--- config.mk ---
export PLATFORM = sky130hd
export DESIGN_NAME = issue_controller_flat
export DESIGN_NICKNAME = d
export VERILOG_FILES = /design/src/rtl/issue_controller_pkg.sv /design/src/rtl/issue_controller_if.sv /design/src/rtl/issue_controller_hazard_scoreboard.sv /design/src/rtl/issue_controller.sv /design/src/flat_wrapper.sv
export SDC_FILE = /design/constraint.sdc
export NUM_CORES = 1
export LEC_CHECK = 0
export CAP_MARGIN = 20
export CORE_UTILIZATION = 50
export CTS_BUF_LIST = sky130_fd_sc_hd__clkbuf_4
export CTS_CLUSTER_SIZE = 14
export DETAILED_ROUTE_END_ITERATION = 6
export GPL_ROUTABILITY_DRIVEN = 0
export PLACE_DENSITY = 0.85
export SLEW_MARGIN = 20
export SYNTH_ARGS = -nofsm -noshare
export SYNTH_HDL_FRONTEND = slang
export SYNTH_SLANG_ARGS = --single-unit
export TNS_END_PERCENT = 5
--- constraint.sdc ---
create_clock -name clk -period 6.05 [get_ports clk]
set_input_delay 0.9075 -clock clk [delete_from_list [all_inputs] [get_ports clk]]
set_output_delay 0.9075 -clock clk [all_outputs]
set_load 0.01 [all_outputs]
--- src/rtl/issue_controller_pkg.sv ---
// Shared types for the issue stage: decoded instruction payload and issue FSM states.
package issue_controller_pkg;

   localparam int unsigned XLEN       = 32;
   localparam int unsigned REG_ADDR_W = 5;

   typedef logic [XLEN-1:0]       Word;
   typedef logic [REG_ADDR_W-1:0] RegAddress;
   typedef logic                  Bool;

   typedef enum logic [3:0] {
      OP_ADD,
      OP_SUB,
      OP_AND,
      OP_OR,
      OP_XOR,
      OP_SYSTEM
   } Opcode;

   typedef struct packed {
      Opcode     op;
      RegAddress rd;
      RegAddress rs1;
      RegAddress rs2;
      Bool       has_immediate;
      Word       immediate;
      Bool       is_ebreak;
   } Instruction;

   typedef enum logic [1:0] {
      RUN,
      DRAIN,
      HALTED
   } IssueState;

   // Immediate forms take their second operand from the immediate, not rs2.
   function automatic Bool uses_rs2(input Instruction instr);
      return !instr.has_immediate;
   endfunction

endpackage

--- src/rtl/issue_controller_if.sv ---
// Decode-to-issue handshake plus the registered issue output.
interface issue_controller_if;
   import issue_controller_pkg::*;

   logic       in_valid;
   logic       in_ready;
   Instruction in_instr;
   logic       issue_valid;
   Instruction issue_instr;

   modport master (
      output in_valid,
      output in_instr,
      input  in_ready,
      input  issue_valid,
      input  issue_instr
   );

   modport slave (
      input  in_valid,
      input  in_instr,
      output in_ready,
      output issue_valid,
      output issue_instr
   );

endinterface

--- src/rtl/issue_controller_hazard_scoreboard.sv ---
// Shift register of in-flight register writes; flags RAW hazards against the current operands.
module issue_controller_hazard_scoreboard
   import issue_controller_pkg::*;
#(
   parameter int unsigned WB_LATENCY = 3
) (
   input  logic      clk,
   input  logic      rst_n,
   input  logic      push,
   input  RegAddress push_rd,
   input  RegAddress rs1,
   input  RegAddress rs2,
   input  logic      use_rs2,
   output logic      hazard,
   output logic      empty
);

   // The oldest write is visible as it retires, so only WB_LATENCY-1 slots can block a read.
   localparam bit          TRACK = (WB_LATENCY > 1);
   localparam int unsigned DEPTH = TRACK ? WB_LATENCY - 1 : 1;

   logic [DEPTH-1:0] slot_valid;
   RegAddress        slot_rd [DEPTH];

   always_ff @(posedge clk or negedge rst_n) begin
      if (!rst_n) begin
         slot_valid <= '0;
         for (int i = 0; i < int'(DEPTH); i++) slot_rd[i] <= '0;
      end else begin
         slot_valid[0] <= push && TRACK;
         slot_rd[0]    <= push_rd;
         for (int i = 1; i < int'(DEPTH); i++) begin
            slot_valid[i] <= slot_valid[i-1];
            slot_rd[i]    <= slot_rd[i-1];
         end
      end
   end

   always_comb begin
      hazard = 1'b0;
      for (int i = 0; i < int'(DEPTH); i++) begin
         if (slot_valid[i] && (slot_rd[i] != '0) &&
             ((slot_rd[i] == rs1) || (use_rs2 && (slot_rd[i] == rs2))))
            hazard = 1'b1;
      end
   end

   assign empty = (slot_valid == '0);

endmodule

--- src/rtl/issue_controller.sv ---
// Issue sequencer: RAW-hazard stalls, EBREAK drain/halt, saturating stall counter.
module issue_controller
   import issue_controller_pkg::*;
#(
   parameter int unsigned WB_LATENCY  = 3,
   parameter int unsigned STALL_CNT_W = 16
) (
   input  logic                   clk,
   input  logic                   rst_n,
   issue_controller_if.slave      bus,
   input  logic                   resume,
   output logic                   halted,
   output logic                   pipe_empty,
   output logic [STALL_CNT_W-1:0] stall_count
);

   IssueState state_q;
   IssueState state_d;
   logic      hazard;
   logic      sb_empty;
   logic      accept;
   logic      issue;
   logic      push;
   logic      stall;

   issue_controller_hazard_scoreboard #(
      .WB_LATENCY(WB_LATENCY)
   ) u_scoreboard (
      .clk     (clk),
      .rst_n   (rst_n),
      .push    (push),
      .push_rd (bus.in_instr.rd),
      .rs1     (bus.in_instr.rs1),
      .rs2     (bus.in_instr.rs2),
      .use_rs2 (uses_rs2(bus.in_instr)),
      .hazard  (hazard),
      .empty   (sb_empty)
   );

   // Next state and handshake; EBREAK bypasses the hazard check and lets DRAIN wait instead.
   always_comb begin
      state_d      = state_q;
      bus.in_ready = 1'b0;
      unique case (state_q)
         RUN: begin
            bus.in_ready = !hazard || bus.in_instr.is_ebreak;
            if (bus.in_valid && bus.in_instr.is_ebreak) state_d = DRAIN;
         end
         DRAIN: begin
            if (sb_empty) state_d = HALTED;
         end
         HALTED: begin
            if (resume) state_d = RUN;
         end
         default: state_d = RUN;
      endcase
   end

   assign accept     = bus.in_valid && bus.in_ready;
   assign issue      = accept && !bus.in_instr.is_ebreak;
   assign push       = issue && (bus.in_instr.rd != '0);
   assign stall      = (state_q == RUN) && bus.in_valid && !bus.in_ready;
   assign pipe_empty = sb_empty;

   always_ff @(posedge clk or negedge rst_n) begin
      if (!rst_n) begin
         state_q         <= RUN;
         bus.issue_valid <= 1'b0;
         bus.issue_instr <= '0;
         halted          <= 1'b0;
         stall_count     <= '0;
      end else begin
         state_q         <= state_d;
         bus.issue_valid <= issue;
         if (issue) bus.issue_instr <= bus.in_instr;
         halted          <= (state_d == HALTED);
         if (stall && (stall_count != '1))
            stall_count <= stall_count + STALL_CNT_W'(1);
      end
   end

endmodule

--- src/flat_wrapper.sv ---
// flat-port wrapper written by rule: the top's interface ports become plain ports
module issue_controller_flat import issue_controller_pkg::*;
#(
   parameter int unsigned WB_LATENCY  = 3,
   parameter int unsigned STALL_CNT_W = 16
)
  (clk, rst_n, resume, halted, pipe_empty, stall_count, bus_in_valid, bus_in_instr, bus_in_ready, bus_issue_valid, bus_issue_instr);
  issue_controller_if bus_i ();
  input  logic clk;
  input  logic rst_n;
  input  logic resume;
  output logic halted;
  output logic pipe_empty;
  output logic [STALL_CNT_W-1:0] stall_count;
  input wire logic [$bits(bus_i.in_valid)-1:0] bus_in_valid;
  input wire logic [$bits(bus_i.in_instr)-1:0] bus_in_instr;
  output wire logic [$bits(bus_i.in_ready)-1:0] bus_in_ready;
  output wire logic [$bits(bus_i.issue_valid)-1:0] bus_issue_valid;
  output wire logic [$bits(bus_i.issue_instr)-1:0] bus_issue_instr;
  assign bus_i.in_valid = bus_in_valid;
  assign bus_i.in_instr = bus_in_instr;
  assign bus_in_ready = bus_i.in_ready;
  assign bus_issue_valid = bus_i.issue_valid;
  assign bus_issue_instr = bus_i.issue_instr;
  issue_controller #(.WB_LATENCY(WB_LATENCY), .STALL_CNT_W(STALL_CNT_W)) u_core (.clk(clk), .rst_n(rst_n), .bus(bus_i), .resume(resume), .halted(halted), .pipe_empty(pipe_empty), .stall_count(stall_count));
endmodule
After elaboration in Yosys (flattened, before gate mapping). Index checks and enable logic that the tools add are counted.

Bits of input ports: 57. Word-level logic and storage cells: 55. Output and inout bits: 73. Bits in registers: 85.

Reductions and logical operators: 25. Add/subtract/negate cells: 1. Muxes and demuxes: 7. Equality and inequality tests: 8.

Operators by type and width (count): $eq A5 B5 Y1 (4); $add A16 B1 Y16 const B (1); $ne A16 B16 Y1 const B (1); $reduce_bool A5 Y1 (3); $logic_and A1 B1 Y1 (13); $mux W2 (3); $pmux W2 S3 (1); $eq A2 B2 Y1 const B (2); $logic_not A1 Y1 (4); $logic_not A2 Y1 (2); $logic_or A1 B1 Y1 (3); $mux W1 (3); $eq A2 B1 Y1 const B (1).

Longest topological paths before layout.
Depth in word-level cells: 12. Mapped depth: 8. Depth with buffers taken out: 6.

Hierarchy. From an unflattened synthesis, not the netlist that was laid out.

Cell total of the unflattened synthesis: 257. Area, all modules: 3654.8 um2.

Modules (own cells, without submodules): issue_controller (cells each 210, sequential area each 1826.8 um2, times used 1, area each 3093.0 um2); issue_controller_hazard_scoreboard (cells each 47, sequential area each 300.3 um2, times used 1, area each 561.8 um2).

Worst setup path before layout. No wires, ideal clock.

Path type: input-to-output. Start: input bus_in_instr[34]. End: output bus_in_ready. Setup slack: 2.941 ns. Data arrival time: 2.201 ns. Buffers on the path: 1. Cell stages on the path: 6. Data required time: 5.142 ns. Path through: xnor2_1 -> nand4_1 -> o32a_1 -> o22ai_2 -> clkbuf_1 -> a21boi_0.

Longest elaborated chain between the ends: 9. Elaborated cells on any way between the ends: 13. Those cells by class: eq/ne: 2; mux: 3; reduce/logical: 8.

Ends and longest elaborated chain: start, declared (RTL line flat_wrapper.sv:16) `input wire logic [$bits(bus_i.in_instr)-1:0] bus_in_instr;`; $eq A5 B5 Y1 (RTL line issue_controller_hazard_scoreboard.sv:43) `((slot_rd[i] == rs1) || (use_rs2 && (slot_rd[i] == rs2))))`; $logic_and A1 B1 Y1 (RTL line issue_controller_hazard_scoreboard.sv:43); $logic_or A1 B1 Y1 (RTL line issue_controller_hazard_scoreboard.sv:43); $logic_and A1 B1 Y1 (RTL line issue_controller_hazard_scoreboard.sv:42) `if (slot_valid[i] && (slot_rd[i] != '0) &&`; $mux W1 (RTL line issue_controller_hazard_scoreboard.sv:42); $mux W1 * (RTL line issue_controller_hazard_scoreboard.sv:42); $logic_not A1 Y1 * (RTL line issue_controller.sv:46) `bus.in_ready = !hazard || bus.in_instr.is_ebreak;`; $logic_or A1 B1 Y1 * (RTL line issue_controller.sv:46); $mux W1 * (RTL line issue_controller.sv:44) `unique case (state_q)`; end, declared (RTL line flat_wrapper.sv:17) `output wire logic [$bits(bus_i.in_ready)-1:0] bus_in_ready;`.

Mark *: on every way between the ends. The rest lies on a longest branch, timed or not.

Worst setup path in the final report.
Start: input bus_in_instr[37]. End: output bus_in_ready.

Same word-level chain as after synthesis.

==> out/metrics.yaml <==
status:
  status: "complete, no violations"
timing:
  final.min_clock_period_ps: 4270
  hold_viol_final: 0
  tightestPinTransition_ps: 1040
  slew_violations: 0
  slew-limit-headroom_pct: 30.6
  max_freq_ghz: 0.234
  skew_ps: 16.1
  tns_ps: 0
  setup-violations-final: 0
  timing.final.ws_setup_ps: 1780
  final.period_utilization_pct: 70.7
  rsz0062_at_grt: "no"
global_route:
  grt_overflow: 0
  grt.total_usage_pct: 21.5
  grt_pass1_wl_mm: 12.2
  grt_pass1_vias: 2431
  grt_antenna_before_repair: 0
  grt_max_degree: 86
clock_network:
  clk_latency_ps: 430
  htree_levels: 3
  postCtsResizedCells: 0
  clk_path_buf_depth: 2
  post_cts_buffers: 0
  clk_pin_slew_worst_paths_ps: 120
  root_buffer: "clkbuf_4"
  ctsHoldBuffers: 0
  cts_tree: "yes"
  cts_sinks: 85
  numCtsBuffers: 9
synthesis:
  synthCells: 244
  ys_warn_count: 0
  ys_ff_latch: 85
  syn-num-nets: 302
  ys_types: 32
  avgSynthCellArea_um2: 15.0
  ys_seq_area_share_pct: 58.0
  syn-cell-area_mm2: 0.00367
layout:
  area_growth_pct: 40.8
  fin_nets: 434
  layout-drive-gt1-share_pct: 17.6
  final_common_cell: "clkdlybuf4s50_1"
  mostFrequentLayoutCells: "clkdlybuf4s50_1 (128), dfrtp_1 (85), mux2_4 (47)"
  n_antenna_cell: 0
  fillCellCount: 472
worst_setup_path:
  cp_max_fo: 17
  criticalPathCategory: "input pin to output port"
  start_kind: "input pin"
  crit_required_ps: 5140
  critPathCaptureType: "output port"
  cp.arrival_ps: 3370
route:
  dr.first_iter.drc_count: 107
  wl_per_cell_um: 16.3
  drt_wl_total_mm: 7.77
  vias_per_cell: 5.01
  first_pass_iters: 4
  drc_errors: 0
  via_count: 2388
  ant_nets: 0
die:
  pin_count: 130
  initial_core_util_pct: 52.8
  num_rows: 30
  dieHeight_um: 87.6
  die_w_um: 87.6
  dieArea_mm2: 0.00768
  core_area_mm2: 0.00694
run:
  maxCapViolations: 0
placement:
  io_buffers: 129
  hpwlAfterDp_mm: 5.42
  pre_cts_ws_ps: 1770
pwr:
  ir_drop_mv: 0.259
  power_density_mw_per_mm2: 413
  p_leak_uw: 0.00230
hold_path:
  hold_path.class: "flop to flop"
[worst paths after layout]
kind | from | end | slack, ps | cells after the start
min reg2reg | u_core.u_scoreboard.slot_valid[0]$_DFF_PN0_ | u_core.u_scoreboard.slot_valid[1]$_DFF_PN0_ | 480 | 0
min | u_core.u_scoreboard.slot_valid[0]$_DFF_PN0_ | u_core.u_scoreboard.slot_valid[1]$_DFF_PN0_ | 480 | 0
max reg2reg | u_core.u_scoreboard.slot_rd[3]$_DFF_PN0_ | u_core.bus.issue_instr[10]$_DFFE_PN0P_ | 2950 | 6
max | bus_in_instr[37] | bus_in_ready | 1780 | 7
max in group asynchronous | rst_n | u_core.bus.issue_instr[5]$_DFFE_PN0P_ | 5030 | 1
min in group asynchronous | rst_n | u_core.stall_count[14]$_DFFE_PN0P_ | 500 | 1
[Yosys cell counts, drive strengths merged]
cell type  instances  share of area [%]
a21oi              2               0.27
o22ai              1               0.34
o32a               2               0.55
mux2              53                 21
a22o               2               0.48
nand4             11                1.9
xnor2             33                7.9
and4               2               0.48
and2               2               0.34
nor3               2               0.27
nand4b             1               0.24
or4                2               0.41
xor2               2               0.48
a31oi              1               0.17
dfrtp             85                 58
and3               8                1.4
nand3b             1               0.20
nand3              9                1.2
nand2              3               0.31
ha                 1               0.34
nor2               5               0.51
clkbuf             3               0.31
buf                6                1.8
inv                2               0.20
or2                1               0.17
o21ai              3               0.41
a21boi             1               0.20
[layer usage]
metal / global-route usage [%] / share of wire [%] / vias to the layer above / routed length (um)
li1: - / - / 1123 / -
met1: 27.3 / 43 / 1179 / 3360
met2: 35.2 / 50 / 74 / 3850
met3: 5.00 / 5.2 / 12 / 404
met4: 9.54 / 1.9 / 0 / 146
met5: 0 / 0 / - / 0
[critical path, cell delays in order]
cell             delay, ps
clkdlybuf4s50_1        540
xnor2_1                150
nand4_1                100
o32a_1                 370
o22ai_2                570
a21boi_0               200
clkdlybuf4s50_1        510
[state kept, by name, summed over array words and instances, names as in the netlist]
signal,cells
u_core.bus.issue_valid,1
u_core.state_q,2
u_core.u_scoreboard.slot_rd,10
u_core.stall_count,16
u_core.halted,1
u_core.u_scoreboard.slot_valid,2
u_core.bus.issue_instr,53
[per-stage QoR]
| step | util [%] | power [uW] | cell area, um2 | hold slack, ps | std cells |
|---|---|---|---|---|---|
| 2_1_floorplan | - | 1310 | 3670 | 407 | 244 |
| 3_3_place_gp | 72.1 | 1770 | 5010 | 452 | 461 |
| 3_5_place_dp | 72.1 | 1790 | 5010 | 457 | 461 |
| 4_1_cts | 74.3 | 2160 | 5160 | 481 | 477 |
| 5_1_grt | 74.3 | 2240 | 5160 | 506 | 477 |
| 6_report | 74.3 | 2130 | 5160 | 477 | 477 |
[layout make-up]
cell class / instances / area [um2] / area share (%)
clock buffer: 10 / 75.1 / 1.45
clock inverter: 6 / 77.6 / 1.50
timing repair buffer: 130 / 1300 / 25.2
tap: 96 / 120 / 2.33
inverter: 2 / 7.51 / 0.145
sequential: 85 / 2130 / 41.2
multi-input combinational: 148 / 1460 / 28.2
[report_power, final]
group | internal [uW] | leakage [uW] | switching [uW]
Clock | 169 | 0.0000852 | 187
Sequential | 760 | 0.00104 | 119
Combinational | 605 | 0.00118 | 295
Total | 1530 | 0.00230 | 601
[logic make-up after synthesis]
family | after synthesis | share of synthesized area (%)
flip-flops | 85 | 58.0
multiplexers | 53 | 21.1
AND/OR/NAND/NOR | 47 | 7.41
XOR/XNOR | 35 | 8.36
AO/OA/AOI/OAI | 12 | 2.42
buffers and inverters | 11 | 2.35
adder cells (fa/ha/maj) | 1 | 0.341
Power figures use the tool's default switching activity.
==> patch: new RTL, config.mk and constraints unchanged <==
Put one more register stage on the output `stall_count`, without a reset. The value now appears one clock later. The other outputs are not delayed to match.
--- a/src/rtl/issue_controller.sv
+++ b/src/rtl/issue_controller.sv
@@ -13,6 +13,8 @@
    output logic                   pipe_empty,
    output logic [STALL_CNT_W-1:0] stall_count
 );
+
+   logic [STALL_CNT_W-1:0] stall_count_s0;
 
    IssueState state_q;
    IssueState state_d;
@@ -68,15 +70,19 @@
          bus.issue_valid <= 1'b0;
          bus.issue_instr <= '0;
          halted          <= 1'b0;
-         stall_count     <= '0;
+         stall_count_s0  <= '0;
       end else begin
          state_q         <= state_d;
          bus.issue_valid <= issue;
          if (issue) bus.issue_instr <= bus.in_instr;
          halted          <= (state_d == HALTED);
-         if (stall && (stall_count != '1))
-            stall_count <= stall_count + STALL_CNT_W'(1);
+         if (stall && (stall_count_s0 != '1))
+            stall_count_s0 <= stall_count_s0 + STALL_CNT_W'(1);
       end
+   end
+
+   always_ff @(posedge clk) begin
+      stall_count <= stall_count_s0;
    end
 
 endmodule
Function: changed (a bounded check fails within 4 cycles, from zero or initial values and one cycle with rst_n low).
==> patch against the original RTL <==
  * Routed wire length increased by 3.3%
  * Via count increased by 6.4%
  * Total power increased by 4.9%
  * Sequential cell count increased by 16
  * Area after synthesis increased by 12%
  * Worst setup slack improved by 0.18 ns
  * Combinational power about the same
  * Clock skew increased by 0.014 ns
  * Cell area increased by 7.6%
  * Maximum frequency increased by 4.4%
  * Highest routed layer unchanged
==> patch: results (changes against the original RTL) <==
- The flow ran to the end, and the final reports show no timing, DRC or antenna violations.
- The met2 track demand over resource is 0.312 (-0.0405).
- The data arrival time at the worst-slack endpoint is 3.19 ns (-0.18 ns).
- The number of design-rule violations left by the first detailed-router iteration came to 89 (-17%).
- The via density per instance is 5.04 (+0.71%).
- The setup clock skew after layout is 0.0303 ns (+0.0142 ns).
- The count of different cell masters after synthesis was 39 (+22%).
- The total met3 wirelength after detailed routing is 456 um (+13%).
- The post-synthesis cell count came to 265 (+8.6%).
- The count of filler cells inserted in the layout is 552 (+17%).
- The number of buffers other than clock buffers in the final layout came to 129 (-0.77%).
- The global-route wire length before repair is 13.2 mm (+8.2%).
- The number of placed instances, taps included came to 488 (+5.9%).
- Ranked by instance count, the synthesized netlist is headed by 85 x sky130_fd_sc_hd__dfrtp_1, 47 x sky130_fd_sc_hd__mux2_4, 29 x sky130_fd_sc_hd__xnor2_1.
- The maximum VDD drop is 0.000205 V (-21%).
- The die outline width is 92.7 um (+5.8%).
- The total number of vias is 2541 (+6.4%).
- The total routed wire length on the met1 layer came to 3.56 mm (+6.1%).
- The proportion of synthesized area in mux cells was 0.191 (-0.0202).
- The timing startpoint of the critical path is bus_in_instr[34].
- The fraction of final layout cells with drive strength greater than 1 is 0.177 (+0.000764).
- The routing usage on met1 is 0.268 (-0.00505).
- The met2 wirelength from detailed routing is 3.81 mm (-1.1%).
- The via count of the first global-routing pass was 2703 (+11%).
- The flip-flop and latch count after synthesis was 101 (+19%).
- The worst hold-check slack was 0.437 ns (-0.0393 ns).
- Sorting the synthesized cells by area gives the leading types as sky130_fd_sc_hd__dfrtp_1 52%, sky130_fd_sc_hd__mux2_4 17%, sky130_fd_sc_hd__dfxtp_1 7.8%, sky130_fd_sc_hd__xnor2_1 6.2%, sky130_fd_sc_hd__buf_12 1.9%.
- The half-perimeter wire length after placement is 5.68 mm (+4.7%).
- The net count of the finished layout came to 455 (+4.8%).
- The non-clock buffer contribution to total cell area is 0.233 (-0.0192).
- On the critical path, the stage with the largest delay is an instance of sky130_fd_sc_hd__clkdlybuf4s50_1.
- The arithmetic-cell share of the synthesized area counting full adders, half adders and majority gates is 0.00304 (-0.000371).
- The sequential share of cell area was 0.441 (+0.0285).
- The wire length reported by the detailed router is 8.02 mm (+3.3%).
- The all-layer global routing usage is 0.198 (-0.0166).
- The placed standard-cell area is 5410 um^2 (+8.1%).
- The multi-input combinational cell area was 1540 um^2 (+5.5%).
- The count of non-CTS inverters in the layout is 3 (+1).
- The register area share after synthesis is 0.595 (+0.0149).
- The post-synthesis net count is 323 (+7.0%).
- The kind of cell with the highest combined delay along the critical path is buffers and inverters.
patch: cell types whose count changed after synthesis, sizes merged, moves of 2 or more:
cell,before,now
xor2,2,5
nand2b,0,3
dfxtp,0,16
and3,8,5
clkbuf,3,1
nand3,9,11
xnor2,33,29
nand4,11,8
and2,2,4
nand2,3,5
nor4b,0,3
patch: cell families after synthesis:
kind of cell / count (synthesis)
compound gates: 13
xor+xnor: 34
fa+ha+maj: 1
buf+inv: 11
flops: 101
mux: 54
simple gates: 51
patch: power breakdown:
group / switching (W) / total, W / internal [W]
Combinational: 0.000291 / 0.000901 / 0.000610
Clock: 0.000219 / 0.000346 / 0.000127
Sequential: 0.000125 / 0.000992 / 0.000867
Total: 0.000635 / 0.00224 / 0.00160
patch: worst register-to-register path: cells and delay by family, from the launching register on:
| family | cells | cell delay, ns |
|---|---|---|
| muxes | 1 | 0.40 |
| and+or+nand+nor | 2 | 0.99 |
| DFF | 1 | 0.47 |
| xor gates and xnor gates | 1 | 0.22 |
| AOI/OAI and AO/OA | 2 | 0.77 |
